===== config.mk =====
export PLATFORM = sky130hd
export DESIGN_NAME = if_fetch_unit_flat
export DESIGN_NICKNAME = d
export VERILOG_FILES = /design/src/rtl/if_fetch_unit_if.sv /design/src/rtl/if_fetch_unit.sv /design/src/flat_wrapper.sv
export SDC_FILE = /design/constraint.sdc
export NUM_CORES = 1
export LEC_CHECK = 0
export ABC_AREA = 1
export BUFFER_PORTS_ARGS = -buffer_cell sky130_fd_sc_hd__buf_2
export CAP_MARGIN = 10
export CORE_MARGIN = 2
export CORE_UTILIZATION = 30
export CTS_BUF_LIST = sky130_fd_sc_hd__clkbuf_4 sky130_fd_sc_hd__clkbuf_8
export DETAILED_ROUTE_END_ITERATION = 16
export PLACE_DENSITY = 0.52
export SYNTH_ARGS = -nofsm -noshare
export SYNTH_HDL_FRONTEND = slang
export SYNTH_SLANG_ARGS = --single-unit

===== constraint.sdc =====
create_clock -name clk -period 11.6 [get_ports clk]
set_input_delay 0.58 -clock clk [delete_from_list [all_inputs] [get_ports clk]]
set_output_delay 0.58 -clock clk [all_outputs]
set_load 0.005 [all_outputs]

===== src/rtl/if_fetch_unit_if.sv =====
// Instruction-memory request/response channel between the fetch unit (master) and memory (slave).
// One request may be outstanding at a time; the response comes back on rvalid.
interface if_fetch_unit_if;
  logic        imem_req;
  logic [31:0] imem_addr;
  logic        imem_ack;
  logic        imem_rvalid;
  logic [31:0] imem_rdata;

  modport master (
    output imem_req,
    output imem_addr,
    input  imem_ack,
    input  imem_rvalid,
    input  imem_rdata
  );

  modport slave (
    input  imem_req,
    input  imem_addr,
    output imem_ack,
    output imem_rvalid,
    output imem_rdata
  );
endinterface


===== src/rtl/if_fetch_unit.sv =====
// Instruction fetch stage: single-outstanding memory fetcher feeding a 2-entry prefetch FIFO
// that drains into the IF/ID pipeline register, with branch redirect and stall handling.
module if_fetch_unit #(
  parameter logic [31:0] RESET_PC = 32'h0000_0000,
  parameter int          QDEPTH   = 2
) (
  input  logic               clk,
  input  logic               reset,
  input  logic               redirect,
  input  logic [31:0]        redirect_pc,
  input  logic               stall,
  if_fetch_unit_if.master    imem,
  output logic               if_id_valid,
  output logic [31:0]        if_id_pc_plus4,
  output logic [31:0]        if_id_inst
);
  localparam int PTR_W = (QDEPTH > 1) ? $clog2(QDEPTH) : 1;
  localparam int CNT_W = $clog2(QDEPTH + 1);

  typedef enum logic [1:0] {
    IDLE,
    REQ,
    WAIT,
    DROP
  } state_t;

  state_t             state_reg, state_next;
  logic [31:0]        fetch_pc_reg, fetch_pc_next;
  logic [31:0]        req_addr_reg;
  logic [31:0]        fifo_pc4_reg  [QDEPTH];
  logic [31:0]        fifo_inst_reg [QDEPTH];
  logic [PTR_W-1:0]   rd_ptr_reg, wr_ptr_reg;
  logic [CNT_W-1:0]   count_reg;
  logic [CNT_W:0]     occupancy;
  logic               slot_free;
  logic               push;
  logic               pop;

  // A request in flight (WAIT) already owns a FIFO slot for its response.
  assign occupancy = {1'b0, count_reg} + {{CNT_W{1'b0}}, (state_reg == WAIT)};
  assign slot_free = occupancy < (CNT_W + 1)'(QDEPTH);

  assign imem.imem_req  = (state_reg == REQ);
  assign imem.imem_addr = fetch_pc_reg;

  assign pop = !redirect && !stall && (count_reg != '0);

  always_comb begin
    state_next    = state_reg;
    fetch_pc_next = fetch_pc_reg;
    push          = 1'b0;
    unique case (state_reg)
      IDLE: begin
        if (!redirect && slot_free) state_next = REQ;
      end
      REQ: begin
        if (redirect) begin
          state_next = imem.imem_ack ? DROP : IDLE;
        end else if (imem.imem_ack) begin
          state_next    = WAIT;
          fetch_pc_next = fetch_pc_reg + 32'd4;
        end
      end
      WAIT: begin
        if (imem.imem_rvalid) begin
          state_next = IDLE;
          push       = !redirect;
        end else if (redirect) begin
          state_next = DROP;
        end
      end
      DROP: begin
        if (imem.imem_rvalid) state_next = IDLE;
      end
      default: state_next = IDLE;
    endcase
    if (redirect) fetch_pc_next = {redirect_pc[31:2], 2'b00};
  end

  always_ff @(posedge clk) begin
    if (reset) begin
      state_reg      <= IDLE;
      fetch_pc_reg   <= RESET_PC;
      req_addr_reg   <= RESET_PC;
      rd_ptr_reg     <= '0;
      wr_ptr_reg     <= '0;
      count_reg      <= '0;
      if_id_valid    <= 1'b0;
      if_id_inst     <= 32'd0;
      if_id_pc_plus4 <= 32'd0;
    end else begin
      state_reg    <= state_next;
      fetch_pc_reg <= fetch_pc_next;
      if (state_reg == REQ && imem.imem_ack) req_addr_reg <= fetch_pc_reg;

      if (redirect) begin
        rd_ptr_reg <= '0;
        wr_ptr_reg <= '0;
        count_reg  <= '0;
      end else begin
        if (push) wr_ptr_reg <= wr_ptr_reg + PTR_W'(1);
        if (pop)  rd_ptr_reg <= rd_ptr_reg + PTR_W'(1);
        if (push && !pop) count_reg <= count_reg + CNT_W'(1);
        else if (pop && !push) count_reg <= count_reg - CNT_W'(1);
      end

      // Redirect wins over stall; an empty FIFO inserts a nop bubble but keeps the old PC+4.
      if (redirect) begin
        if_id_valid <= 1'b0;
        if_id_inst  <= 32'd0;
      end else if (!stall) begin
        if (count_reg != '0) begin
          if_id_valid    <= 1'b1;
          if_id_pc_plus4 <= fifo_pc4_reg[rd_ptr_reg];
          if_id_inst     <= fifo_inst_reg[rd_ptr_reg];
        end else begin
          if_id_valid <= 1'b0;
          if_id_inst  <= 32'd0;
        end
      end
    end
  end

  // FIFO payload needs no reset; occupancy is tracked by count_reg.
  always_ff @(posedge clk) begin
    if (push) begin
      fifo_pc4_reg[wr_ptr_reg]  <= req_addr_reg + 32'd4;
      fifo_inst_reg[wr_ptr_reg] <= imem.imem_rdata;
    end
  end
endmodule


===== src/flat_wrapper.sv =====
// flat-port wrapper written by rule: the top's interface ports become plain ports
module if_fetch_unit_flat 
#(
  parameter logic [31:0] RESET_PC = 32'h0000_0000,
  parameter int          QDEPTH   = 2
)
  (clk, reset, redirect, redirect_pc, stall, if_id_valid, if_id_pc_plus4, if_id_inst, imem_imem_req, imem_imem_addr, imem_imem_ack, imem_imem_rvalid, imem_imem_rdata);
  if_fetch_unit_if imem_i ();
  input  logic clk;
  input  logic reset;
  input  logic redirect;
  input  logic [31:0] redirect_pc;
  input  logic stall;
  output logic if_id_valid;
  output logic [31:0] if_id_pc_plus4;
  output logic [31:0] if_id_inst;
  output wire logic [$bits(imem_i.imem_req)-1:0] imem_imem_req;
  output wire logic [$bits(imem_i.imem_addr)-1:0] imem_imem_addr;
  input wire logic [$bits(imem_i.imem_ack)-1:0] imem_imem_ack;
  input wire logic [$bits(imem_i.imem_rvalid)-1:0] imem_imem_rvalid;
  input wire logic [$bits(imem_i.imem_rdata)-1:0] imem_imem_rdata;
  assign imem_imem_req = imem_i.imem_req;
  assign imem_imem_addr = imem_i.imem_addr;
  assign imem_i.imem_ack = imem_imem_ack;
  assign imem_i.imem_rvalid = imem_imem_rvalid;
  assign imem_i.imem_rdata = imem_imem_rdata;
  if_fetch_unit #(.RESET_PC(RESET_PC), .QDEPTH(QDEPTH)) u_core (.clk(clk), .reset(reset), .redirect(redirect), .redirect_pc(redirect_pc), .stall(stall), .imem(imem_i), .if_id_valid(if_id_valid), .if_id_pc_plus4(if_id_pc_plus4), .if_id_inst(if_id_inst));
endmodule

; After elaboration in Yosys (flattened, before gate mapping)
; Memories as Yosys holds them, arrays and structs flattened. A register that Yosys moved wholly into a read port is not among the register bits.
; Cells that the tools add are included.
[word_totals]
output_inout_bits = 98
mem_count = 2
romBits = 0
register_bits = 103
mem_bits_rw = 128
inputBits = 70
latchBits = 0
word_cells = 69
[memory_table]
columns = name, words, width, rd, rd_ports_with_merged_regs, wr, line_no
row1 = u_core.fifo_inst_reg, 2, 32, 1, 1, 1, if_fetch_unit.sv:31  ; logic [31:0] fifo_inst_reg [QDEPTH];
row2 = u_core.fifo_pc4_reg, 2, 32, 1, 1, 1, if_fetch_unit.sv:30  ; logic [31:0] fifo_pc4_reg [QDEPTH];
[op_classes]
n_div = 0
n_shift = 0
addsub = 7
mul = 0
n_lt_le_gt_ge = 1
eq_ne = 7
reduce_logical = 20
n_mux = 21
n_bitwise = 2
[ops]
columns = operator, n
row1 = $mux 32, 4
row2 = $add 32x3->32 const B, 2
row3 = $mux 2, 9
row4 = $pmux 2 s4, 1
row5 = $reduce_bool 2->1, 4
row6 = $mux 1, 7
row7 = $logic_and 1x1->1, 6
row8 = $eq 2x2->1 const B, 2
row9 = $logic_not 1->1, 4
row10 = $reduce_and 2->1, 2
row11 = $reduce_and 4->1, 1
row12 = $add 2x1->3, 1
row13 = $lt 3x2->1 const B, 1
row14 = $ne 3x2->1 const B, 1
row15 = $ne 3x3->1 const B, 1
row16 = $reduce_and 3->1, 1
row17 = $add 1x1->1 const B, 2
row18 = $add 2x1->2 const B, 1
row19 = $eq 2x1->1 const B, 1
row20 = $logic_not 2->1, 1
row21 = $ne 2x1->1 const B, 1
row22 = $ne 2x2->1 const B, 1
row23 = $not 1->1, 2
row24 = $reduce_or 2->1, 1
row25 = $sub 2x1->2 const B, 1

; Longest topological paths before layout
; Gate-level depths: netlist (run 1).
[logic_depth]
depth_word = 7
ltp_mapped = 11
mapped_depth_nobuf = 10

; Worst setup path before layout (run 1)
; No wires, ideal clock.
[synth_path]
path_type = input to register
from = in redirect
to = mem u_core.fifo_inst_reg[1][0] (enable)
required_time_ps = 11116
n_path_buf = 1
setup_slack_ps = 7378
stages = 4
t_arrival_ps = 3738
setup_time_ps = 484
path_cell_list = buf_4 > nor3_1 > inv_1 > nor2_1
[synth_between]
elab_chain_cells = 5
[synth_rtl]
columns = element, line_no
row1 = start: declaration, flat_wrapper.sv:11  ; input logic redirect;
row2 = $logic_not 1->1, if_fetch_unit.sv:67  ; push = !redirect;
row3 = $mux 1, if_fetch_unit.sv:65  ; if (imem.imem_rvalid) begin
row4 = $mux 1, if_fetch_unit.sv:52  ; unique case (state_reg)
row5 = net u_core.push, if_fetch_unit.sv:36  ; logic push;
row6 = $mux 1, if_fetch_unit.sv:126  ; if (push) begin
row7 = $mux 1 (implied by the code), if_fetch_unit.sv:128  ; fifo_inst_reg[wr_ptr_reg] <= imem.imem_rdata;
row8 = end: declaration, if_fetch_unit.sv:31
; The timed path passes the listed nets, and every way through them passes these cells.

; Final worst setup path (run 1)
[layout_path]
from = in stall
to = reg u_core.count_reg[1]
[layout_between]
elab_chain_cells = 6
elab_cells_between_ends = 8
cone_classes = mux (1) / reduce/logical (7)
[layout_rtl]
columns = element, line_no
row1 = start: declaration, flat_wrapper.sv:13  ; input logic stall;
row2 = $logic_not 1->1 (*), if_fetch_unit.sv:46  ; assign pop = !redirect && !stall && (count_reg != '0);
row3 = $logic_and 1x1->1 (*) (2 in series), if_fetch_unit.sv:46
row4 = $logic_not 1->1, if_fetch_unit.sv:103  ; if (push && !pop) count_reg <= count_reg + CNT_W'(1);
row5 = $logic_and 1x1->1, if_fetch_unit.sv:103
row6 = $mux 2 / $reduce_bool 2->1 (equally long branches), --
row7 = end signal: assignment, if_fetch_unit.sv:103
row8 = end signal: assignment, if_fetch_unit.sv:104  ; else if (pop && !push) count_reg <= count_reg - CNT_W'(1);
row9 = end: declaration, if_fetch_unit.sv:33  ; logic [CNT_W-1:0] count_reg;
; Mark *: on every way between the ends. The rest lies on a longest branch, timed or not.
; A chain may end at the register's enable or synchronous reset.

==> results.toml, run 1 <==
[sta]
min_period_over_period_pct = 25.7
drv_slew = 0
slew_headroom_pct = 25.9
setup_tns_ns = 0
fmax_ghz = 0.336
finalHoldViolCount = 0
fin_ws_ns = 8.62
finClkSkew_ns = 0.0269
tightest_slew_ns = 1.11
finalSetupViolations = 0
grt_setup_unrepaired = "false"
period_minus_slack_ns = 2.98

[grt]
grtUsageMet3_pct = 3.12
first_global_vias = 7909
use_met1_pct = 21.0
grt_pass1_wl_um = 43900
busiest_layer = "met2"
grt_max_degree = 63
antenna_found_initial = 0
grt_use_total_pct = 14.6
grt_overflow = 0
grt_use_met2_pct = 21.9

[synth]
synth-adder-area-share_pct = 0.348
synth_compound_area_share_pct = 10.7
synthArstFlopShare_pct = 0
yosysWarnings = 0
yosysMostFrequentCell = "nand2_1"
synth_top_area_share_pct = 34.5
synthFlopType = "dfxtp_1"
avgSynthCellArea_um2 = 9.52
synth_simple_gate_area_share_pct = 17.7
synth-edff-count = 124
synth_mux_area_share_pct = 3.34
synth_top_family_by_area = "simple AND/OR/NAND/NOR gates"
yosys.area_share.xor_xnor_pct = 3.33
yosysSeqAreaShare_pct = 58.7
synth.area.top_cells = "edfxtp_1, dfxtp_1, nand2_1"
ys_ff_latch = 254
synth_top_area_cell = "edfxtp_1"
ys_types = 38
syn_inst = 1132
synth.top_cells.by_count = "nand2_1, dfxtp_1, edfxtp_1, inv_1, a21oi_1"
syn_area_mm2 = 0.0108

[worst_setup_path]
crit_path_start_kind = "input port"
cp_data_required_time_ns = 12.03
r2r_setup_slack_ns = 8.71
cp-endpoint = "u_core.count_reg[1]"
slowest_stage = "nor2_4"
cp_top_family = "buffers and inverters"
critical_path_depth = 11
cp-end-kind = "flop"
r2r_cells = 11
cp.arrival_ns = 3.41
reg2reg_to = "u_core.count_reg[1]"
crit_buf_inv = 4
cp_max_fo = 61
max_stage_delay_ns = 0.81
crit_path_start = "stall"
worstSetupPathType = "input port to flop"
path_cells = "buf_2 > nor2_4 > inv_2 > nor2_4 > buf_4 > inv_1 > ha_1 > a21oi_1 > o21ai_0 > o21ai_0 > a21oi_1"
timing.rr.start = "u_core.count_reg[0]"

[final_layout]
antennaDiodeCount = 0
largest_reg_flops = 64
fin_nets = 1368
drive_gt1_share_pct = 23.6
area_growth_pct = 20.0
register_area_mm2 = 0.00633
multi_input_area_mm2 = 0.00384
fillers = 3610

[detailed_routing]
vias = 8151
vias_per_cell = 4.54
drtAntennaViolNets = 0
initialDrtViolationCount = 489
route.detailed.drc = 0
first_pass_iters = 7
avgRoutedWirePerCell_um = 15.6
routed_wl_um = 27900

[clocking]
insertion_delay_ns = 0.55
path_clk_slew_ns = 0.06
clockBufferDepth = 3
cts_inserted_buffers = 46
cts_root_buffer = "clkbuf_8"
postCtsSetupRepairBufs = 0
cts_tree = "yes"
holdBufCountCts = 0
cts.sinks = 254
ctsHtreeMaxLevel = 2
postCtsResizedCells = 0

[floorplan]
num_io_pins = 168
die_w_um = 194
die_area_mm2 = 0.0375
start_util_pct = 30.4
core_mm2 = 0.0355
rows = 69
die_h_um = 194

[pwr]
vdd_ir_drop_max_uv = 72.5
p_int_mw = 1.51
p_leak_nw = 4.93
switching_share_pct = 23.6
p_comb_share_pct = 5.6
p_sw_mw = 0.466
pwr-share-clk_pct = 44.3
seq_power_share_pct = 50.1
p_per_area_mw_per_mm2 = 153

[place]
detailedPlace.worstSlack_ns = 7.98
io_buffers = 161
dp_hpwl_um = 18500
routabilityCongestion = 0.900

[min_path]
min_path_type = "input port to flop"
min_path_cells = 1

[status]
outcome = "completed"

[run]
max_cap_violations = 0
-- cell usage in the layout (no fill, tap or decap), types with 2 or more instances in the layout --
cell	synthesis	final
clkinv_1	0	6
clkbuf_8	0	53
nor2_1	69	67
xnor2_1	3	3
a22o_1	4	4
mux2_2	27	27
inv_2	6	6
conb_1	1	4
a31oi_1	34	34
o21ai_1	15	15
nand2_1	269	269
a211oi_1	2	2
nand2_2	4	4
ha_1	3	3
nor2_4	10	12
nor3_2	2	2
nand3_2	4	4
a21oi_1	87	87
edfxtp_1	124	124
clkbuf_4	0	21
buf_4	9	6
o21ai_0	73	73
nor3_1	13	13
dfxtp_1	130	130
buf_2	17	161
inv_1	90	90
xor2_1	38	38
nand4_1	12	12
inv_8	0	2
nand3_1	35	35
mux2_1	5	5
nor2_2	9	9
and2_1	2	2
-- worst min path at each step --
| stage | startpoint | endpoint | slack (ns) |
|---|---|---|---|
| 5_1_grt | imem_imem_rdata[14] | u_core.fifo_inst_reg[1][14] | 0.17 |
| 4_1_cts | imem_imem_rdata[0] | u_core.fifo_inst_reg[0][0] | 0.16 |
| 6_report | imem_imem_rdata[2] | u_core.fifo_inst_reg[0][2] | 0.21 |
| 3_3_place_gp | u_core.if_id_inst[0] | u_core.if_id_inst[0] | 0.44 |
| 3_5_place_dp | u_core.if_id_inst[7] | u_core.if_id_inst[7] | 0.45 |
| 2_1_floorplan | u_core.req_addr_reg[28] | u_core.req_addr_reg[28] | 0.45 |
-- final cells by class --
cell class                      instances  area share [%]
Clock inverter                         12           0.744
Multi-Input combinational cell        730            29.7
Timing Repair Buffer                  167            6.57
Clock buffer                           74            6.85
Tap cell                              461            4.46
Inverter                               96            2.78
Sequential cell                       254            48.9
-- per-stage QoR --
step           instances  total power [mW]  cell area (µm²)  hold WS [ns]  utilization, %
2_1_floorplan       1135              1.07            10800         0.452               -
6_report            1794              1.98            12900         0.209            36.5
4_1_cts             1794              2.01            12900         0.160            36.5
3_5_place_dp        1708              1.12            12000         0.452            33.7
3_3_place_gp        1708              1.12            12000         0.444            33.7
5_1_grt             1794              2.07            12900         0.169            36.5
-- metal layers --
layer	part of all wire [%]	wire length (µm)
met5	0	0
met2	43	12000
met3	5.7	1600
met1	49	13800
met4	1.9	520
-- power groups by stage --
stage	logic [mW]	registers, mW	clock network [mW]
final	0.111	0.992	0.876
after global routing	0.126	0.995	0.952
after CTS	0.112	0.992	0.907
after detailed placement	0.111	1.01	0
after global placement	0.109	1.01	0
after floorplan	0.0711	1.00	0
-- cells by family after synthesis --
logic type | after synthesis
other | 1
muxes | 32
AOI/OAI and AO/OA | 217
buffers and inverters | 151
adders and majority gates | 3
xor gates and xnor gates | 41
and+or+nand+nor | 433
DFF | 254
Note: power is estimated with default switching activity, not from simulation.
==> run 2, diff against run 1 <==
ABC_AREA = 0   (was 1)
PLACE_DENSITY = 0.54   (was 0.52)
clock period = 2.71 ns   (was 11.6 ns; I/O delays follow)
==> run 2 against run 1 <==
  * Design area increased by 0.25%
  * Final cell count shrank 9.9%
  * First-iteration DRC count is 20% lower
  * Utilization rose by 2.4 points
  * Non-clock buffer count is 72 higher
  * Clock power rose to 4.2 times the previous value
  * Synthesized cell count fell by 20%
  * Routed wire length down 9.9%
  * Global-route usage fell by 0.52 points
  * Die area fell by 6.1%
  * Critical path type is now flop to flop
  * Largest cell class unchanged
  * Largest power group unchanged
==> results.toml, run 2 <==
[detailed_routing]
vias = 7540
initialDrtViolationCount = 392
route.detailed.drc = 0
drtAntennaViolNets = 0
routed_wl_um = 25200
avgRoutedWirePerCell_um = 15.6
vias_per_cell = 4.66
first_pass_iters = 4

[grt]
grt_use_total_pct = 14.1
first_global_vias = 7191
grt_overflow = 0
grt_pass1_wl_um = 39700
antenna_found_initial = 1
grt_max_degree = 93
use_met1_pct = 19.3
busiest_layer = "met2"
grt_use_met2_pct = 22.0
grtUsageMet3_pct = 3.57

[sta]
slew_headroom_pct = 43.0
hold-worst-slack_ns = 0.133
grt_setup_unrepaired = "false"
fmax_ghz = 0.422
period_minus_slack_ns = 2.37
setup_tns_ns = 0
drv_slew = 0
finalHoldViolCount = 0
finClkSkew_ns = 0.0278
tightest_slew_ns = 0.855
min_period_over_period_pct = 87.4
finalSetupViolations = 0

[clocking]
postCtsSetupRepairBufs = 0
insertion_delay_ns = 0.56
ctsHtreeMaxLevel = 2
cts.sinks = 254
cts_tree = "yes"
cts_root_buffer = "clkbuf_8"
cts_inserted_buffers = 45
path_clk_slew_ns = 0.06
clockBufferDepth = 3

[worst_setup_path]
worstSetupPathType = "flop to flop"
cp-end-kind = "flop"
cp_data_required_time_ns = 3.15
r2r_cells = 4
crit_path_start_kind = "flop"
cp.arrival_ns = 2.81
cp_max_fo = 12

[pwr]
vdd_ir_drop_max_uv = 286
p_leak_nw = 4.59
p_per_area_mw_per_mm2 = 633

[final_layout]
drive_gt1_share_pct = 22.4
largest_reg_flops = 64
final_cell_mix = "buf_2, nor2_1, dfxtp_1, edfxtp_1, nand2_1"
register_area_mm2 = 0.00633
area_growth_pct = 28.3
final_cells = 1617
final_util_pct = 38.9
multi_input_area_mm2 = 0.00351
fin_nets = 1205
fillers = 3328
antennaDiodeCount = 0
final_common_cell = "buf_2"

[floorplan]
die_area_mm2 = 0.0352
num_io_pins = 168
core_mm2 = 0.0334
start_util_pct = 30.3
rows = 67
die_h_um = 188
die_w_um = 188

[synth]
yosysWarnings = 0
syn_inst = 905
synth_top_area_cell = "edfxtp_1"
synthFlopType = "dfxtp_1"
ys_types = 45
synth-edff-count = 124
synthArstFlopShare_pct = 0
syn_area_mm2 = 0.0101
ys_ff_latch = 254
yosysMostFrequentCell = "nor2_1"
synth.top_cells.by_count = "nor2_1, dfxtp_1, edfxtp_1, nand2_1, a21oi_1"
synth.area.top_cells = "edfxtp_1, dfxtp_1, mux2i_1"
yosysSeqAreaShare_pct = 62.6
avgSynthCellArea_um2 = 11.2
synth_top_area_share_pct = 36.8

[place]
dp.cells = 1470
dp_hpwl_um = 16100
routabilityCongestion = 0.786
io_buffers = 161

[min_path]
min_path_cells = 3
min_path_type = "input port to flop"

[run]
max_cap_violations = 0

[status]
outcome = "completed"
[run 2: timing repair]
action                    CTS  global route
hold endpoints to repair   95             0
hold buffers               63             0
gates resized for setup     0             0
[run 2: critical path, cell delays in order (launching register included)]
cell and delay [ns]:
dfxtp_1 0.45, nand4_2 0.23, or4_1 0.76, or4_1 0.56
a311oi_1 0.25
[run 2: through the flow]
| stage | power [mW] | setup slack [ns] | cell area [µm²] |
|---|---|---|---|
| after floorplan | 4.38 | 0.102 | 10100 |
| after global placement | 4.55 | 0.390 | 11400 |
| after detailed placement | 4.55 | 0.377 | 11400 |
| after CTS | 8.33 | 0.359 | 13000 |
| after global routing | 8.58 | 0.177 | 13000 |
| final | 8.21 | 0.343 | 13000 |
[run 2: path summary, 6_finish.rpt]
kind / start / endpoint / slack, ns
max: u_core.imem.imem_addr[6] / u_core.imem.imem_addr[24] / 0.34
min: reset / u_core.state_reg[0] / 0.13
max reg2reg: u_core.imem.imem_addr[6] / u_core.imem.imem_addr[24] / 0.34
min reg2reg: u_core.if_id_valid / u_core.if_id_valid / 0.46
[run 2: cell families (layout without fill, tap and decap cells)]
group,Yosys count,after routing,synth area share [%]
buffers and inverters,77,338,3.11
AND/OR/NAND/NOR,315,315,14.5
adder cells (fa/ha/maj),3,3,0.371
multiplexers,62,62,6.14
AO/OA/AOI/OAI,152,152,9.74
flip-flops,254,254,62.6
XOR/XNOR,41,41,3.55
other,1,4,0.0371
[run 2: final cells by class]
| cell class | instances | area share [%] |
|---|---|---|
| Sequential cell | 254 | 48.8 |
| Multi-Input combinational cell | 577 | 27.0 |
| Timing Repair Buffer | 239 | 12.1 |
| Clock buffer | 67 | 6.43 |
| Tap cell | 448 | 4.32 |
| Clock inverter | 17 | 0.858 |
| Inverter | 15 | 0.434 |
[run 2: report_power, final]
part | switching [mW] | internal (mW)
Combinational | 0.207 | 0.190
Clock | 1.58 | 2.08
Sequential | 0.0752 | 4.07
[run 2: per-layer routing]
metal  share of wire (%)  vias up
met5                   0        -
met3                 6.7       48
met4                 2.1        0
met2                  44      227
li1                    -     3746
met1                  47     3519
==> run 3, diff against run 2 <==
CTS_CLUSTER_DIAMETER = 40   (was unset)
clock period = 2.1 ns   (was 2.71 ns; I/O delays follow)
==> run 3 against run 2 <==
  * Final cell count rose by 2.7%
  * Global-route usage up 0.34 points
  * First-iteration DRC count decreased by 15%
  * Critical path depth increased by 1
  * Routed wire length up 2.7%
  * Utilization up 1.6 points
  * Sequential share of layout area down 1.9 points
  * Sequential cell count stayed put
  * Register-to-register slack worse by 0.29 ns
  * Die area did not move
  * Fmax is 16% higher
  * Hold slack worse by 0.063 ns
  * Largest power group unchanged
==> results.toml, run 3 (synthesized netlist as in run 2, its figures left out) <==
[floorplan]
die_h_um = 188
core_mm2 = 0.0334
die_w_um = 188
die_area_mm2 = 0.0352
rows = 67
num_io_pins = 168
start_util_pct = 30.3

[worst_setup_path]
worstSetupPathType = "flop to flop"
cp_max_fo = 7
max_stage_delay_ns = 0.54
cp.arrival_ns = 2.51
slowest_stage = "or4_4"
cp_data_required_time_ns = 2.57
cp-end-kind = "flop"
crit_path_start_kind = "flop"
r2r_setup_slack_ns = 0.06
cp_top_family = "simple AND/OR/NAND/NOR gates"
path_cells = "nand4b_1 > buf_6 > or4_4 > or4_4 > a311oi_2"
crit_buf_inv = 1
path_common_cell = "or4_4"

[detailed_routing]
initialDrtViolationCount = 334
drtAntennaViolNets = 0
route.detailed.drc = 0
vias = 7783
routed_wl_um = 25900
avgRoutedWirePerCell_um = 15.6
first_pass_iters = 4
vias_per_cell = 4.69

[final_layout]
final_cells = 1661
register_area_mm2 = 0.00633
drive_gt1_share_pct = 26.2
area_growth_pct = 33.6
final_common_cell = "buf_2"
largest_reg_flops = 64
multi_input_area_mm2 = 0.00356
antennaDiodeCount = 0
fillers = 3297
final_util_pct = 40.5
fin_nets = 1249
final_cell_mix = "buf_2, nor2_1, dfxtp_1, edfxtp_1, nand2_1"

[run]
max_cap_violations = 0

[clocking]
insertion_delay_ns = 0.56
ctsHtreeMaxLevel = 2
cts_root_buffer = "clkbuf_8"
clockBufferDepth = 3
cts_inserted_buffers = 46
cts.sinks = 254
path_clk_slew_ns = 0.06
cts_tree = "yes"

[sta]
finalHoldViolCount = 0
finalSetupViolations = 0
fin_ws_ns = 0.0562
grt_setup_unrepaired = "true"
tightest_slew_ns = 0.846
slew_headroom_pct = 43.6
finClkSkew_ns = 0.0336
period_minus_slack_ns = 2.04
fmax_ghz = 0.489
hold-worst-slack_ns = 0.0699
drv_slew = 0
min_period_over_period_pct = 97.3

[pwr]
p_leak_nw = 4.85
p_per_area_mw_per_mm2 = 822
vdd_ir_drop_max_uv = 326

[place]
dp_hpwl_um = 16700
detailedPlace.worstSlack_ns = -0.0155
routabilityCongestion = 0.824
dp.cells = 1507
io_buffers = 161

[grt]
grt_use_total_pct = 14.4
grt_overflow = 0
antenna_found_initial = 0
grt_pass1_wl_um = 40600
grt_max_degree = 93
first_global_vias = 7586

[status]
outcome = "completed"

[min_path]
min_path_type = "input port to flop"
==> run 3: cell types whose count changed in the layout (fill, tap and decap cells not counted), sizes merged <==
cell      change
clkinvlp      +1
bufinv        +3
buf          +41
or4           +2
clkinv        -4
clkbuf        +1
==> run 3: per-stage QoR <==
step           power (mW)  TNS, ns  cell area, µm²
2_1_floorplan        5.65        0           10100
3_3_place_gp         5.92        0           11700
3_5_place_dp         5.93  -0.0538           11700
4_1_cts              11.2        0           13500
5_1_grt              11.6  -0.0712           13500
6_report             11.1        0           13500
==> run 3: final timing paths <==
kind,start,endpoint,depth (start not counted)
setup / recovery,u_core.state_reg[1],u_core.imem.imem_addr[27],5
hold reg to reg,u_core.if_id_valid,u_core.if_id_valid,2
setup reg to reg,u_core.state_reg[1],u_core.imem.imem_addr[27],5
hold / removal,imem_imem_ack,u_core.req_addr_reg[4],4
==> run 3: power breakdown <==
group	internal [mW]	switching [mW]	total (mW)	leakage (nW)
clock	3.12	2.06	5.18	0.545
sequential	5.26	0.0632	5.32	2.09
combinational	0.291	0.321	0.612	2.22
total	8.66	2.44	11.1	4.85
==> run 3: repair_timing <==
action,CTS,global route
buffers inserted,4,0
hold endpoints to repair,95,0
endpoints found under the setup margin,8,15
resized for setup,3,8
hold buffers,63,0
gates cloned,2,0
pin swaps,3,3
==> run 3: final cells by class <==
class | instances | area share, %
Clock buffer | 68 | 6.33
Clock inverter | 17 | 1.43
Inverter | 15 | 0.417
Multi-Input combinational cell | 579 | 26.4
Sequential cell | 254 | 46.9
Tap cell | 448 | 4.15
Timing Repair Buffer | 280 | 14.4
==> run 3: layer usage <==
layer | part of all wire [%] | wire, µm | vias up | global-route usage [%]
met4 | 2.4 | 628 | 0 | 4.66
li1 | - | - | 3822 | -
met5 | 0 | 0 | - | 0
met2 | 46 | 11900 | 249 | 23.4
met1 | 45 | 11600 | 3666 | 18.8
met3 | 7.0 | 1820 | 46 | 3.56
==> run 3: worst reg2reg max path, cell delays in order (launching register included) <==
cell and delay (ns):
dfxtp_1 0.31, nand4b_1 0.18, buf_6 0.15, or4_4 0.54
or4_4 0.54, a311oi_2 0.23
